--- src/rtl/sram_boot_sequencer.sv ---
// Boot-time SRAM owner: unpacks host ROM words into timed byte writes, then hands the port to the core.
// Optional BOOT_RELOAD_EN adds host_reload_i to re-enter the load sequence from the done state.
module sram_boot_sequencer #(
  parameter int unsigned       ADDR_W    = 21,
  parameter logic [ADDR_W-1:0] BASE_ADDR = '0,
  parameter int unsigned       ROM_BYTES = 65536,
  parameter int unsigned       WE_CYCLES = 2
) (
  input  logic              clk_i,
  input  logic              rst_i,
  input  logic [31:0]       host_bootdata_i,
  input  logic              host_bootdata_req_i,
  output logic              host_bootdata_ack_o,
  output logic              host_rom_initialised_o,
  output logic              cpu_hold_o,
`ifdef BOOT_RELOAD_EN
  input  logic              host_reload_i,
`endif
  input  logic [ADDR_W-1:0] cpu_addr_i,
  input  logic [7:0]        cpu_dout_i,
  input  logic              cpu_we_n_i,
  output logic [ADDR_W-1:0] sram_addr_o,
  output logic [7:0]        sram_dout_o,
  output logic              sram_oe_o,
  output logic              sram_we_n_o
);

  localparam int unsigned       WeCntW  = (WE_CYCLES > 1) ? $clog2(WE_CYCLES) : 1;
  localparam logic [WeCntW-1:0] WeLast  = WeCntW'(WE_CYCLES - 1);
  localparam logic [ADDR_W-1:0] LastCnt = ADDR_W'(ROM_BYTES - 1);

  typedef enum logic [2:0] {StWait, StSetup, StWe, StHold, StDone} state_e;

  state_e              state_q;
  logic [31:0]         word_q;
  logic [1:0]          lane_q;
  logic [ADDR_W-1:0]   byte_cnt_q;
  logic [WeCntW-1:0]   we_cnt_q;
  logic                ack_q;
  logic                init_q;
  logic                hold_q;
  logic [ADDR_W-1:0]   ld_addr_q;
  logic [7:0]          ld_dout_q;
  logic                ld_oe_q;
  logic                ld_we_n_q;

  // Lane 0 is the most significant byte.
  function automatic logic [7:0] lane_byte(input logic [31:0] w, input logic [1:0] l);
    logic [7:0] b;
    case (l)
      2'd0:    b = w[31:24];
      2'd1:    b = w[23:16];
      2'd2:    b = w[15:8];
      default: b = w[7:0];
    endcase
    return b;
  endfunction

  always_ff @(posedge clk_i or posedge rst_i) begin
    if (rst_i) begin
      state_q    <= StWait;
      word_q     <= '0;
      lane_q     <= '0;
      byte_cnt_q <= '0;
      we_cnt_q   <= '0;
      ack_q      <= 1'b0;
      init_q     <= 1'b0;
      hold_q     <= 1'b1;
      ld_addr_q  <= BASE_ADDR;
      ld_dout_q  <= '0;
      ld_oe_q    <= 1'b0;
      ld_we_n_q  <= 1'b1;
    end else begin
      ack_q <= 1'b0;
      unique case (state_q)
        StWait: begin
          if (host_bootdata_req_i) begin
            word_q    <= host_bootdata_i;
            lane_q    <= 2'd0;
            ack_q     <= 1'b1;
            ld_addr_q <= BASE_ADDR + byte_cnt_q;
            ld_dout_q <= lane_byte(host_bootdata_i, 2'd0);
            ld_oe_q   <= 1'b1;
            ld_we_n_q <= 1'b1;
            state_q   <= StSetup;
          end
        end
        StSetup: begin
          ld_we_n_q <= 1'b0;
          we_cnt_q  <= '0;
          state_q   <= StWe;
        end
        StWe: begin
          if (we_cnt_q == WeLast) begin
            ld_we_n_q <= 1'b1;
            state_q   <= StHold;
          end else begin
            we_cnt_q <= we_cnt_q + 1'b1;
          end
        end
        StHold: begin
          byte_cnt_q <= byte_cnt_q + 1'b1;
          if (lane_q != 2'd3) begin
            lane_q    <= lane_q + 2'd1;
            ld_addr_q <= BASE_ADDR + byte_cnt_q + 1'b1;
            ld_dout_q <= lane_byte(word_q, lane_q + 2'd1);
            state_q   <= StSetup;
          end else if (byte_cnt_q == LastCnt) begin
            init_q  <= 1'b1;
            hold_q  <= 1'b0;
            state_q <= StDone;
          end else begin
            // Stop driving the data bus while waiting for the next host word.
            ld_oe_q <= 1'b0;
            state_q <= StWait;
          end
        end
        StDone: begin
`ifdef BOOT_RELOAD_EN
          if (host_reload_i) begin
            init_q     <= 1'b0;
            hold_q     <= 1'b1;
            byte_cnt_q <= '0;
            lane_q     <= '0;
            ld_addr_q  <= BASE_ADDR;
            ld_oe_q    <= 1'b0;
            ld_we_n_q  <= 1'b1;
            state_q    <= StWait;
          end
`endif
        end
        default: state_q <= StWait;
      endcase
    end
  end

  assign host_bootdata_ack_o    = ack_q;
  assign host_rom_initialised_o = init_q;
  assign cpu_hold_o             = hold_q;

  // The core only reaches the SRAM once loading is complete.
  always_comb begin
    sram_addr_o = ld_addr_q;
    sram_dout_o = ld_dout_q;
    sram_oe_o   = ld_oe_q;
    sram_we_n_o = ld_we_n_q;
    if (state_q == StDone) begin
      sram_addr_o = cpu_addr_i;
      sram_dout_o = cpu_dout_i;
      sram_oe_o   = ~cpu_we_n_i;
      sram_we_n_o = cpu_we_n_i;
    end
  end

endmodule

--- config.mk ---
export PLATFORM = sky130hd
export DESIGN_NAME = sram_boot_sequencer
export DESIGN_NICKNAME = d
export VERILOG_FILES = /design/src/rtl/sram_boot_sequencer.sv
export SDC_FILE = /design/constraint.sdc
export NUM_CORES = 1
export LEC_CHECK = 0
export ABC_AREA = 1
export CORE_MARGIN = 8
export CORE_UTILIZATION = 55
export CTS_CLUSTER_SIZE = 10
export DETAILED_ROUTE_END_ITERATION = 6
export GPL_TIMING_DRIVEN = 0
export PLACE_DENSITY = 0.88
export SLEW_MARGIN = 20
export SYNTH_ARGS = -nofsm -noshare
export SYNTH_HDL_FRONTEND = slang
export SYNTH_SLANG_ARGS = --single-unit
--- constraint.sdc ---
create_clock -name clk_i -period 9.6 [get_ports clk_i]
set_input_delay 1.92 -clock clk_i [delete_from_list [all_inputs] [get_ports clk_i]]
set_output_delay 1.92 -clock clk_i [all_outputs]
set_load 0.03 [all_outputs]
======== After elaboration in Yosys (flattened, before gate mapping) ========
Index checks and enable logic that the tools add are counted.
storage, ports and cells
  register bits ........................... 93
  logic and storage cells ................. 71
  bits of input ports ..................... 65
  output and inout port bits .............. 34
operators by class
  equality and inequality tests ........... 13
  mux-type cells .......................... 29
  reductions and logical operators ........ 11
  bitwise gates (word level) .............. 3
  add/sub/neg operators ................... 3
operators with widths
  kind                     count
  $mux W21                 3
  $pmux W21 S2             1
  $mux W8                  3
  $pmux W8 S3              1
  $add A21 B1 Y21 const B  1
  $eq A21 B16 Y1 const B   1
  $pmux W8 S2              1
  $pmux W3 S5              1
  $mux W3                  4
  $ne A2 B2 Y1 const B     6
  $reduce_and A3 Y1        4
  $mux W1                  9
  $eq A3 B2 Y1 const B     2
  $mux W2                  2
  $pmux W1 S2              2
  $pmux W2 S2              1
  $reduce_and A4 Y1        1
  $reduce_bool A2 Y1       2
  $eq A3 B1 Y1 const B     1
  $eq A3 B3 Y1 const B     1
  $logic_not A3 Y1         1
  $not A1 Y1               3
  $pmux W1 S3              1
  $reduce_bool A3 Y1       1
  6 further kinds          6

======== Logic depth before layout (Yosys ltp) ========
Gate-level depths: netlist of run 1.
  depth after elaboration ................. 5
  depth in mapped cells ................... 9
  mapped depth without buffers ............ 9

======== Least setup slack after synthesis of run 1 ========
Ideal clock, no wire load.
  path kind ............................... input -> output
  start point ............................. input port cpu_we_n_i
  end point ............................... output port sram_oe_o
  path slack .............................. 5070 ps
  buffers on the path ..................... 0
  arrival time ............................ 2610 ps
  cell stages on the path ................. 1
  data required time ...................... 7680 ps
  path through ............................ o21ai_0
on the way
  word-level cells in the longest chain between the ends .. 2
RTL lines
  what             line  source
  start, declared  21    input logic cpu_we_n_i,
  $not A1 Y1       150   sram_oe_o = ~cpu_we_n_i;
  $mux W1          147   if (state_q == StDone) begin
  end, declared    24    output logic sram_oe_o,
No other way between the ends.

======== Worst setup path in the final report of run 1 ========
  start point ............................. input port cpu_addr_i[10]
  end point ............................... output port sram_addr_o[10]
on the way
  word-level cells in the longest chain between the ends .. 1
RTL lines
  what             line  source
  start, declared  19    input logic [ADDR_W-1:0] cpu_addr_i,
  $mux W21         147
  end, declared    22    output logic [ADDR_W-1:0] sram_addr_o,
No other way between the ends.

==> qor.yml, run 1 <==
setup_path:
  cp_data_arrival_time_ns: 3.37
  slowest_stage: "clkdlybuf4s50_1"
  crit_chain: "clkdlybuf4s50_1 > nand2_1 > o21ai_0 > clkdlybuf4s50_1"
  crit_buf_inv: 2
  required_ns: 7.68
  cp-end-kind: "output port"
  cp_common_cell: "clkdlybuf4s50_1"
  start_kind: "primary input"
  path_delay_family: "buffers and inverters"
  slowest_delay_ns: 0.74
  crit_fanout: 1
  crit_type: "primary input to output port"
cells_and_area:
  final_core_util_pct: 72.9
  drive_gt1_share_pct: 5.68
  final_nets: 806
  synthToLayoutAreaGrowth_pct: 29.0
  diodes: 0
yosys:
  syn-num-nets: 696
  yosys_most_used_dff: "dfrtp_1"
  yosysTopAreaCell: "dfrtp_1"
  synth_edf_count: 0
  synthTopCellsByArea: "dfrtp_1 49%, nand2_1 25%, inv_1 4.0%"
  ys_top_cells_by_count: "314 x nand2_1, 91 x dfrtp_1, 50 x inv_1"
  syn-cell-area_um2: 4640
  synth.distinct_cells: 30
  synth_seq_area_share_pct: 50.2
  synth.avg_cell_area_um2: 7.43
  synth-seq-cells: 93
  synth-async-reset-ratio_pct: 100
  synth.most_common_cell: "nand2_1"
  ys_warn_count: 0
  yosysTopAreaCellShare_pct: 49.0
  syn_inst: 625
floorplanning:
  die_w_um: 108
  ios: 99
  start_util_pct: 56.5
  row_count: 33
  dieArea_um2: 11600
  die_h_um: 108
  core_um2: 8220
clock_network:
  htreeDepth: 3
  post_cts_buffers: 0
  cts_buffer_depth: 2
  cts_root_buffer: "clkbuf_8"
  cts_tree: "done"
  path_clk_slew_ns: 0.09
  cts.sinks: 93
  clock_latency_ns: 0.36
  cts_hold_buf: 0
  numCtsBuffers: 9
  post_cts_resized: 0
worst_hold_path:
  hp-class: "register to register"
timing:
  hold_violations: 0
  slew_violations: 0
  max_freq_mhz: 189
  finalSetupViolCount: 0
  fin_tns_setup_ns: 0
  maxSlewHeadroom_pct: 55.5
  period_share_pct: 55.1
  tightest_slew_ns: 0.667
  clock_skew_ns: 0.0135
  period_minus_slack_ns: 5.29
  rsz0062_at_grt: "no"
drt:
  drt_pass1_iterations: 5
  drt-vias-per-instance: 5.19
  wl_per_cell_um: 14.3
  drc_errors: 0
  drt_iter0_drc: 244
  wl_mm: 12.1
  vias: 4386
  antenna_left: 0
global_routing:
  overflow: 0
  grt_max_degree: 58
  antenna_found_initial: 0
  grt_pass1_vias: 4553
  grt_pass1_wl_mm: 20.5
  grt_usage_pct: 21.8
pwr:
  leakagePower_nw: 3.08
  peakVddDrop_mv: 0.163
  p_per_area_nw_per_um2: 240
status:
  status: "finished clean"
place:
  portBuffers: 98
  gp_congestion: 0.922
  dpl.hpwl_mm: 8.87
job:
  drv_cap: 0
## kinds of logic (layout without fill, tap and decap cells)
family                   Yosys count  in the layout  synth area share (%)
XOR/XNOR                           9              9                  1.70
buffers and inverters             76            191                  6.57
AND/OR/NAND/NOR                  395            395                  34.7
adder cells (fa/ha/maj)            6              6                  1.62
flip-flops                        93             93                  50.2
AO/OA/AOI/OAI                     46             46                  5.25
## final timing paths
kind / start / end / slack [ns] / depth (start not counted)
min in group asynchronous: rst_i / word_q[4] / 1.94 / 2
worst max register to register: lane_q[0] / ld_dout_q[0] / 7.84 / 7
worst min register to register: host_rom_initialised_o / host_rom_initialised_o / 0.47 / 2
max in group asynchronous: rst_i / ld_addr_q[15] / 7.03 / 3
worst max-delay path: cpu_addr_i[10] / sram_addr_o[10] / 4.31 / 4
worst min-delay path: host_rom_initialised_o / host_rom_initialised_o / 0.47 / 2
## worst reg2reg max path: stages (launching register included)
cell and delay (ns):
dfrtp_1 0.44, ha_1 0.25, or2_1 0.27, nand2_2 0.19, inv_2 0.13, buf_2 0.22
nand2_1 0.08, o21ai_0 0.07
## routing by layer
metal  vias up  global-route usage (%)  wire (um)
met5         -                       0          0
met4         0                    8.92        294
met3        27                    5.39        950
met2       181                    37.9       5970
met1      2035                    25.0       4860
li1       2143                       -          -
## flip-flops by register name, indices dropped and copies added (netlist names), 2 cells and up
register and cells:
ld_dout_q 8, word_q 32, byte_cnt_q 21, state_q 3, lane_q 2, ld_addr_q 21
## report_power, final
| part | total (mW) | switching, mW | internal, mW |
|---|---|---|---|
| registers | 0.580 | 0.0708 | 0.510 |
| logic | 0.578 | 0.365 | 0.213 |
| clock network | 0.279 | 0.132 | 0.147 |
| total | 1.44 | 0.568 | 0.870 |
## stage by stage
stage                     power, mW  hold slack (ns)  worst slack (ns)  area (um^2)  instances
after floorplan               0.949            0.442              5.07         4640        625
after global placement         1.14            0.441              3.96         5760        828
after detailed placement       1.16            0.455              4.33         5790        829
after CTS                      1.44            0.477              4.32         5990        845
after global routing           1.53            0.500              4.25         5990        845
final                          1.44            0.473              4.31         5990        845
## cell usage in the layout (no fill, tap or decap), types with 2 or more instances in the layout
cell | netlist | final
a21oi_1 | 17 | 17
a22oi_1 | 2 | 2
a31oi_1 | 7 | 7
and2_1 | 3 | 3
buf_2 | 13 | 13
bufinv_16 | 0 | 2
clkbuf_1 | 9 | 13
clkbuf_8 | 0 | 9
clkdlybuf4s50_1 | 0 | 98
dfrtp_1 | 91 | 91
dfstp_2 | 2 | 2
ha_1 | 6 | 6
inv_1 | 50 | 49
inv_2 | 2 | 2
nand2_1 | 314 | 314
nand3_1 | 31 | 31
nand4_1 | 6 | 6
nor2_1 | 27 | 27
nor2_2 | 2 | 2
nor2_4 | 4 | 4
nor3_1 | 2 | 2
o21ai_0 | 19 | 19
xnor2_1 | 4 | 4
xor2_1 | 5 | 5
## area by class of cell
class | instances | area [um^2]
Timing Repair Buffer | 99 | 1010
Inverter | 52 | 198
Fill cell | 667 | 2230
Buffer | 24 | 110
Multi-Input combinational cell | 456 | 2010
Sequential cell | 93 | 2330
Clock inverter | 3 | 65.1
Tap cell | 105 | 131
Clock buffer | 13 | 139
Note: power is estimated with default switching activity, not from simulation.
==> run 2: changes to the inputs <==
--- a/config.mk
+++ b/config.mk
@@ -7,11 +7,11 @@
 export LEC_CHECK = 0
 export ABC_AREA = 1
 export CORE_MARGIN = 8
-export CORE_UTILIZATION = 55
+export CORE_UTILIZATION = 51
 export CTS_CLUSTER_SIZE = 10
 export DETAILED_ROUTE_END_ITERATION = 6
 export GPL_TIMING_DRIVEN = 0
-export PLACE_DENSITY = 0.88
+export PLACE_DENSITY = 0.83
 export SLEW_MARGIN = 20
 export SYNTH_ARGS = -nofsm -noshare
 export SYNTH_HDL_FRONTEND = slang
==> constraint.sdc (replaced) <==
create_clock -name clk_i -period 4.95 [get_ports clk_i]
set_input_delay 0.99 -clock clk_i [delete_from_list [all_inputs] [get_ports clk_i]]
set_output_delay 0.99 -clock clk_i [all_outputs]
set_load 0.03 [all_outputs]
==> qor.yml, run 2 (synthesized netlist as in run 1, its figures left out) <==
cells_and_area:
  final_common_cell: "nand2_1"
  largest_reg_flops: 32  # unchanged
  diodes: 0  # unchanged
  fin_area_um2: 6030  # +0.63%
  fin_cells: 851  # +0.71%
  drive_gt1_share_pct: 6.22  # +0.54 points
  most-common-layout-cells: "314 x nand2_1, 98 x clkdlybuf4s50_1, 91 x dfrtp_1"
  synthToLayoutAreaGrowth_pct: 29.8
  regMostFlops: "word_q"
  reg_top3: "word_q x32, byte_cnt_q x21, ld_addr_q x21"
  final_nets: 806  # unchanged
clock_network:
  cts_tree: "done"
  post_cts_buffers: 0  # unchanged
  htreeDepth: 3  # unchanged
  cts_hold_buf: 0  # unchanged
  post_cts_resized: 0  # unchanged
  cts.sinks: 93  # unchanged
  cts_root_buffer: "clkbuf_8"
  cts_buffer_depth: 2  # unchanged
  numCtsBuffers: 9  # unchanged
  path_clk_slew_ns: 0.09  # about the same
  clock_latency_ns: 0.37  # about the same
global_routing:
  overflow: 0  # unchanged
  grt_usage_pct: 20.7  # -1.1 points
  antenna_found_initial: 0  # unchanged
  grt_max_degree: 48  # -17%
  grt_pass1_wl_mm: 21.4  # +4.7%
  grt_pass1_vias: 4728  # +3.8%
pwr:
  power_frac_clock_pct: 20.5  # +1.1 points
  power_mw: 2.85  # +98%
  switching_share_pct: 39.7  # +0.24 points
  peakVddDrop_mv: 0.316  # +94%
  combinationalPowerShare_pct: 39.7  # -0.5 points
  pwr-share-seq_pct: 39.7  # -0.7 points
  p_int_mw: 1.72  # +97%
  leakagePower_nw: 3.10  # +0.58%
  p_per_area_nw_per_um2: 472  # +97%
  switchingPower_mw: 1.13  # +99%
timing:
  hold_violations: 0  # unchanged
  maxSlewHeadroom_pct: 60.1  # +4.6 points
  rsz0062_at_grt: "no"
  clock_skew_ns: 0.0104  # -0.00311 ns
  period_minus_slack_ns: 3.63
  slew_violations: 0  # unchanged
  period_share_pct: 73.4
  max_freq_mhz: 275
  finalSetupViolCount: 0  # unchanged
  fin_tns_setup_ns: 0  # unchanged
  holdWs_ns: 0.460  # -0.0130 ns
  tightest_slew_ns: 0.599  # -0.0683 ns
setup_path:
  crit_type: "register to output port"
  cp_data_arrival_time_ns: 2.64  # -0.73 ns
  required_ns: 3.96  # -3.72 ns
  reg2reg_from: "lane_q[0]"
  cp-end-kind: "output port"
  worst_r2r_endpoint: "ld_addr_q[8]"
  crit_fanout: 10  # +9
  start_kind: "register"
  rrSetupSlack_ns: 3.17  # -4.67 ns
  reg2reg_depth: 7  # unchanged
drt:
  wl_per_cell_um: 14.7  # +2.8%
  drt_pass1_iterations: 5  # unchanged
  drt_iter0_drc: 224  # -8.2%
  antenna_left: 0  # unchanged
  wl_mm: 12.5  # +3.5%
  drt-vias-per-instance: 5.20  # +0.22%
  drc_errors: 0  # unchanged
  vias: 4427  # +0.93%
worst_hold_path:
  holdPathStages: 2  # unchanged
  hp-start: "cpu_hold_o"
  worstHoldEndpoint: "cpu_hold_o"
  hp-class: "register to register"
floorplanning:
  dieArea_um2: 12400  # +6.7%
  start_util_pct: 51.5  # -5.0 points
  core_um2: 9020  # +9.8%
  ios: 99  # unchanged
  row_count: 35  # +6.1%
  die_h_um: 111  # +3.3%
  die_w_um: 111  # +3.3%
place:
  place_area_um2: 5790  # +0.13%
  gp_congestion: 0.896  # -2.9%
  dp.cells: 835  # +0.72%
  dpl.hpwl_mm: 9.33  # +5.2%
  portBuffers: 98  # unchanged
status:
  status: "finished clean"
job:
  drv_cap: 0  # unchanged
[run 2: worst max-delay path by stage]
| stage | startpoint | endpoint | slack, ns |
|---|---|---|---|
| final | state_q[0] | sram_addr_o[10] | 1.32 |
| after global routing | state_q[2] | sram_addr_o[19] | 1.18 |
| after CTS | state_q[2] | sram_addr_o[10] | 1.31 |
| after detailed placement | cpu_addr_i[10] | sram_addr_o[10] | 1.54 |
| after global placement | rst_i | ld_addr_q[13] | 0.22 |
| after floorplan | rst_i | byte_cnt_q[0] | 1.54 |
[run 2: layout make-up]
class                      instances  area (um^2)
fill                             781         2990
sequential                        93         2330
multi-input combinational        456         2010
timing repair buffer              99         1010
inverter                          52          198
clock buffer                      11          151
tap                              111          139
buffer                            24          110
clock inverter                     5         82.6
[run 2: through the flow]
stage               worst slack, ns  util, %
global route                   1.18     66.8
finish                         1.32     66.8
detailed placement             1.54     64.2
global placement              0.220     63.9
CTS                            1.31     66.8
floorplan                      1.54        -
[run 2: power groups by stage]
stage	Clock [mW]	Sequential, mW	Combinational (mW)
global route	0.623	1.15	1.26
detailed placement	0	1.14	1.12
floorplan	0	1.10	0.740
finish	0.584	1.13	1.13
global placement	0	1.12	1.08
CTS	0.588	1.12	1.13
[run 2: worst max-delay path: stages, from the launching register on]
cell and delay, ns:
dfrtp_1 0.48, nor3_2 0.39, clkbuf_1 0.50, o21ai_0 0.25
clkdlybuf4s50_1 0.65
[run 2: layer usage]
| layer | global-route usage [%] | part of all wire [%] | wire length [um] | vias up |
|---|---|---|---|---|
| met4 | 9.24 | 2.6 | 320 | 0 |
| li1 | - | - | - | 2148 |
| met2 | 37.0 | 51 | 6370 | 185 |
| met5 | 0 | 0 | 0 | - |
| met1 | 22.8 | 40 | 4950 | 2061 |
| met3 | 4.78 | 7.0 | 870 | 33 |
==> run 3: changes to the inputs <==
--- a/config.mk
+++ b/config.mk
@@ -7,11 +7,11 @@
 export LEC_CHECK = 0
 export ABC_AREA = 1
 export CORE_MARGIN = 8
-export CORE_UTILIZATION = 51
+export CORE_UTILIZATION = 46
 export CTS_CLUSTER_SIZE = 10
 export DETAILED_ROUTE_END_ITERATION = 6
 export GPL_TIMING_DRIVEN = 0
-export PLACE_DENSITY = 0.83
+export PLACE_DENSITY = 0.79
 export SLEW_MARGIN = 20
 export SYNTH_ARGS = -nofsm -noshare
 export SYNTH_HDL_FRONTEND = slang
==> constraint.sdc (replaced) <==
create_clock -name clk_i -period 3.08 [get_ports clk_i]
set_input_delay 0.616 -clock clk_i [delete_from_list [all_inputs] [get_ports clk_i]]
set_output_delay 0.616 -clock clk_i [all_outputs]
set_load 0.03 [all_outputs]
==> qor.yml, run 3 (synthesized netlist as in run 1, its figures left out) <==
pwr:
  p_per_area_nw_per_um2: 748  # +58%
  leakagePower_nw: 3.11  # +0.51%
  peakVddDrop_mv: 0.444  # +41%
setup_path:
  cp_common_cell: "nand2_1"
  required_ns: 2.46  # -1.50 ns
  slowest_stage: "clkdlybuf4s50_1"
  crit_buf_inv: 3  # +1
  crit_fanout: 10  # unchanged
  cp_data_arrival_time_ns: 2.34  # -0.30 ns
  cp-endpoint: "sram_dout_o[2]"
  rrSetupSlack_ns: 1.30  # -1.87 ns
  crit_start: "state_q[2]"
  slowest_delay_ns: 0.68  # +0.03 ns
  worst_r2r_endpoint: "ld_dout_q[2]"
  path_delay_family: "buffers and inverters"
  reg2reg_depth: 7  # unchanged
  path_depth: 6  # +2
  crit_chain: "inv_2 > nor3_4 > buf_2 > nand2_1 > nand2_1 > clkdlybuf4s50_1"
  start_kind: "register"
  reg2reg_from: "lane_q[0]"
  cp-end-kind: "output port"
  crit_type: "register to output port"
floorplanning:
  row_count: 36  # +2.9%
  start_util_pct: 47.5  # -4.0 points
  ios: 99  # unchanged
  dieArea_um2: 13600  # +9.3%
  core_um2: 9770  # +8.3%
  die_w_um: 116  # +4.5%
  die_h_um: 116  # +4.5%
place:
  dp.cells: 857  # +2.6%
  portBuffers: 98  # unchanged
  dpl.hpwl_mm: 8.99  # -3.6%
  place_area_um2: 5820  # +0.48%
  gp_congestion: 0.867  # -3.2%
clock_network:
  cts_tree: "done"
  cts.sinks: 93  # unchanged
  cts_root_buffer: "clkbuf_8"
  htreeDepth: 3  # unchanged
  path_clk_slew_ns: 0.09  # about the same
  numCtsBuffers: 9  # unchanged
  cts_buffer_depth: 2  # unchanged
  clock_latency_ns: 0.36  # about the same
cells_and_area:
  synthToLayoutAreaGrowth_pct: 30.6
  final_core_util_pct: 62.0  # -4.8 points
  drive_gt1_share_pct: 6.62  # +0.41 points
  largest_reg_flops: 32  # unchanged
  diodes: 0  # unchanged
  final_nets: 806  # unchanged
  fin_cells: 873  # +2.6%
  final_common_cell: "nand2_1"
  fin_area_um2: 6060  # +0.62%
  most-common-layout-cells: "314 x nand2_1, 96 x clkdlybuf4s50_1, 91 x dfrtp_1"
  regMostFlops: "word_q"
  reg_top3: "word_q x32, byte_cnt_q x21, ld_addr_q x21"
global_routing:
  grt_max_degree: 54  # +13%
  grt_pass1_wl_mm: 20.3  # -5.1%
  antenna_found_initial: 0  # unchanged
  overflow: 0  # unchanged
  grt_usage_pct: 19.0  # -1.7 points
  grt_pass1_vias: 4381  # -7.3%
timing:
  slew_violations: 0  # unchanged
  tightest_slew_ns: 0.532  # -0.0671 ns
  max_freq_mhz: 339
  fin_tns_setup_ns: 0  # unchanged
  clock_skew_ns: 0.00879  # -0.00161 ns
  hold_violations: 0  # unchanged
  finalSetupViolCount: 0  # unchanged
  period_minus_slack_ns: 2.95
  period_share_pct: 95.9
  maxSlewHeadroom_pct: 64.6  # +4.5 points
job:
  drv_cap: 0  # unchanged
drt:
  vias: 4316  # -2.5%
  drc_errors: 0  # unchanged
  wl_per_cell_um: 13.9  # -5.4%
  drt-vias-per-instance: 4.94  # -5.0%
  antenna_left: 0  # unchanged
  drt_pass1_iterations: 4  # -1
  wl_mm: 12.1  # -3.0%
  drt_iter0_drc: 227  # +1.3%
worst_hold_path:
  hp-start: "cpu_hold_o"
  hp-class: "register to register"
status:
  status: "finished clean"
run 3: cell types whose count changed in the layout (fill, tap and decap cells not counted):
cell / before / now
clkbuf_1: 9 / 6
nor3_4: 0 / 1
clkinv_4: 2 / 0
clkdlybuf4s50_1: 98 / 96
nor3_2: 1 / 0
buf_2: 13 / 14
clkbuf_2: 0 / 4
clkinv_2: 1 / 0
dlymetal6s2s_1: 0 / 2
clkinvlp_4: 0 / 1
run 3: timing repair:
| item | CTS | global route |
|---|---|---|
| hold buffers | 0 | 0 |
| gates resized for setup | 3 | 9 |
| hold endpoints to repair | 0 | 0 |
| gates cloned | 0 | 0 |
| endpoints found under the setup margin | 31 | 28 |
| buffers inserted | 0 | 0 |
run 3: per-stage QoR:
step	total power, mW	worst slack (ns)	hold WS, ns
3_3_place_gp	3.55	-1.26	0.442
2_1_floorplan	2.96	0.0470	0.442
4_1_cts	4.55	0.00229	0.464
5_1_grt	4.85	-0.0145	0.480
3_5_place_dp	3.62	0.167	0.450
6_report	4.54	0.126	0.464
run 3: layer usage:
| layer | up-vias | track usage [%] | share of wire, % | routed length (um) |
|---|---|---|---|---|
| li1 | 2151 | - | - | - |
| met1 | 1990 | 22.5 | 42 | 5070 |
| met2 | 155 | 32.7 | 49 | 5950 |
| met3 | 20 | 4.55 | 7.6 | 916 |
| met4 | 0 | 7.26 | 1.6 | 193 |
| met5 | - | 0 | 0 | 0 |
run 3: worst min-delay path by stage:
stage            endpoint  slack [ns]  cells past startpoint
2_1_floorplan     ld_oe_q        0.44                      2
3_3_place_gp   cpu_hold_o        0.44                      2
3_5_place_dp   cpu_hold_o        0.45                      2
4_1_cts        cpu_hold_o        0.46                      2
5_1_grt        cpu_hold_o        0.48                      2
6_report       cpu_hold_o        0.46                      2
run 3: report_power, final:
part,internal [mW],switching [mW]
combinational,0.664,1.14
clock,0.503,0.421
sequential,1.59,0.223
run 3: tightest hold or removal path, delay by kind of cell, from the launching register on:
family        cells  cell delay [ns]
flops             1             0.38
simple gates      1             0.06
buf+inv           1             0.04
run 3: cell type report:
type,instances,area (um^2)
Inverter,52,198
Sequential cell,93,2330
Clock inverter,3,67.6
Clock buffer,13,159
Tap cell,133,166
Timing Repair Buffer,99,1010
Buffer,24,116
Fill cell,873,3710
Multi-Input combinational cell,456,2010
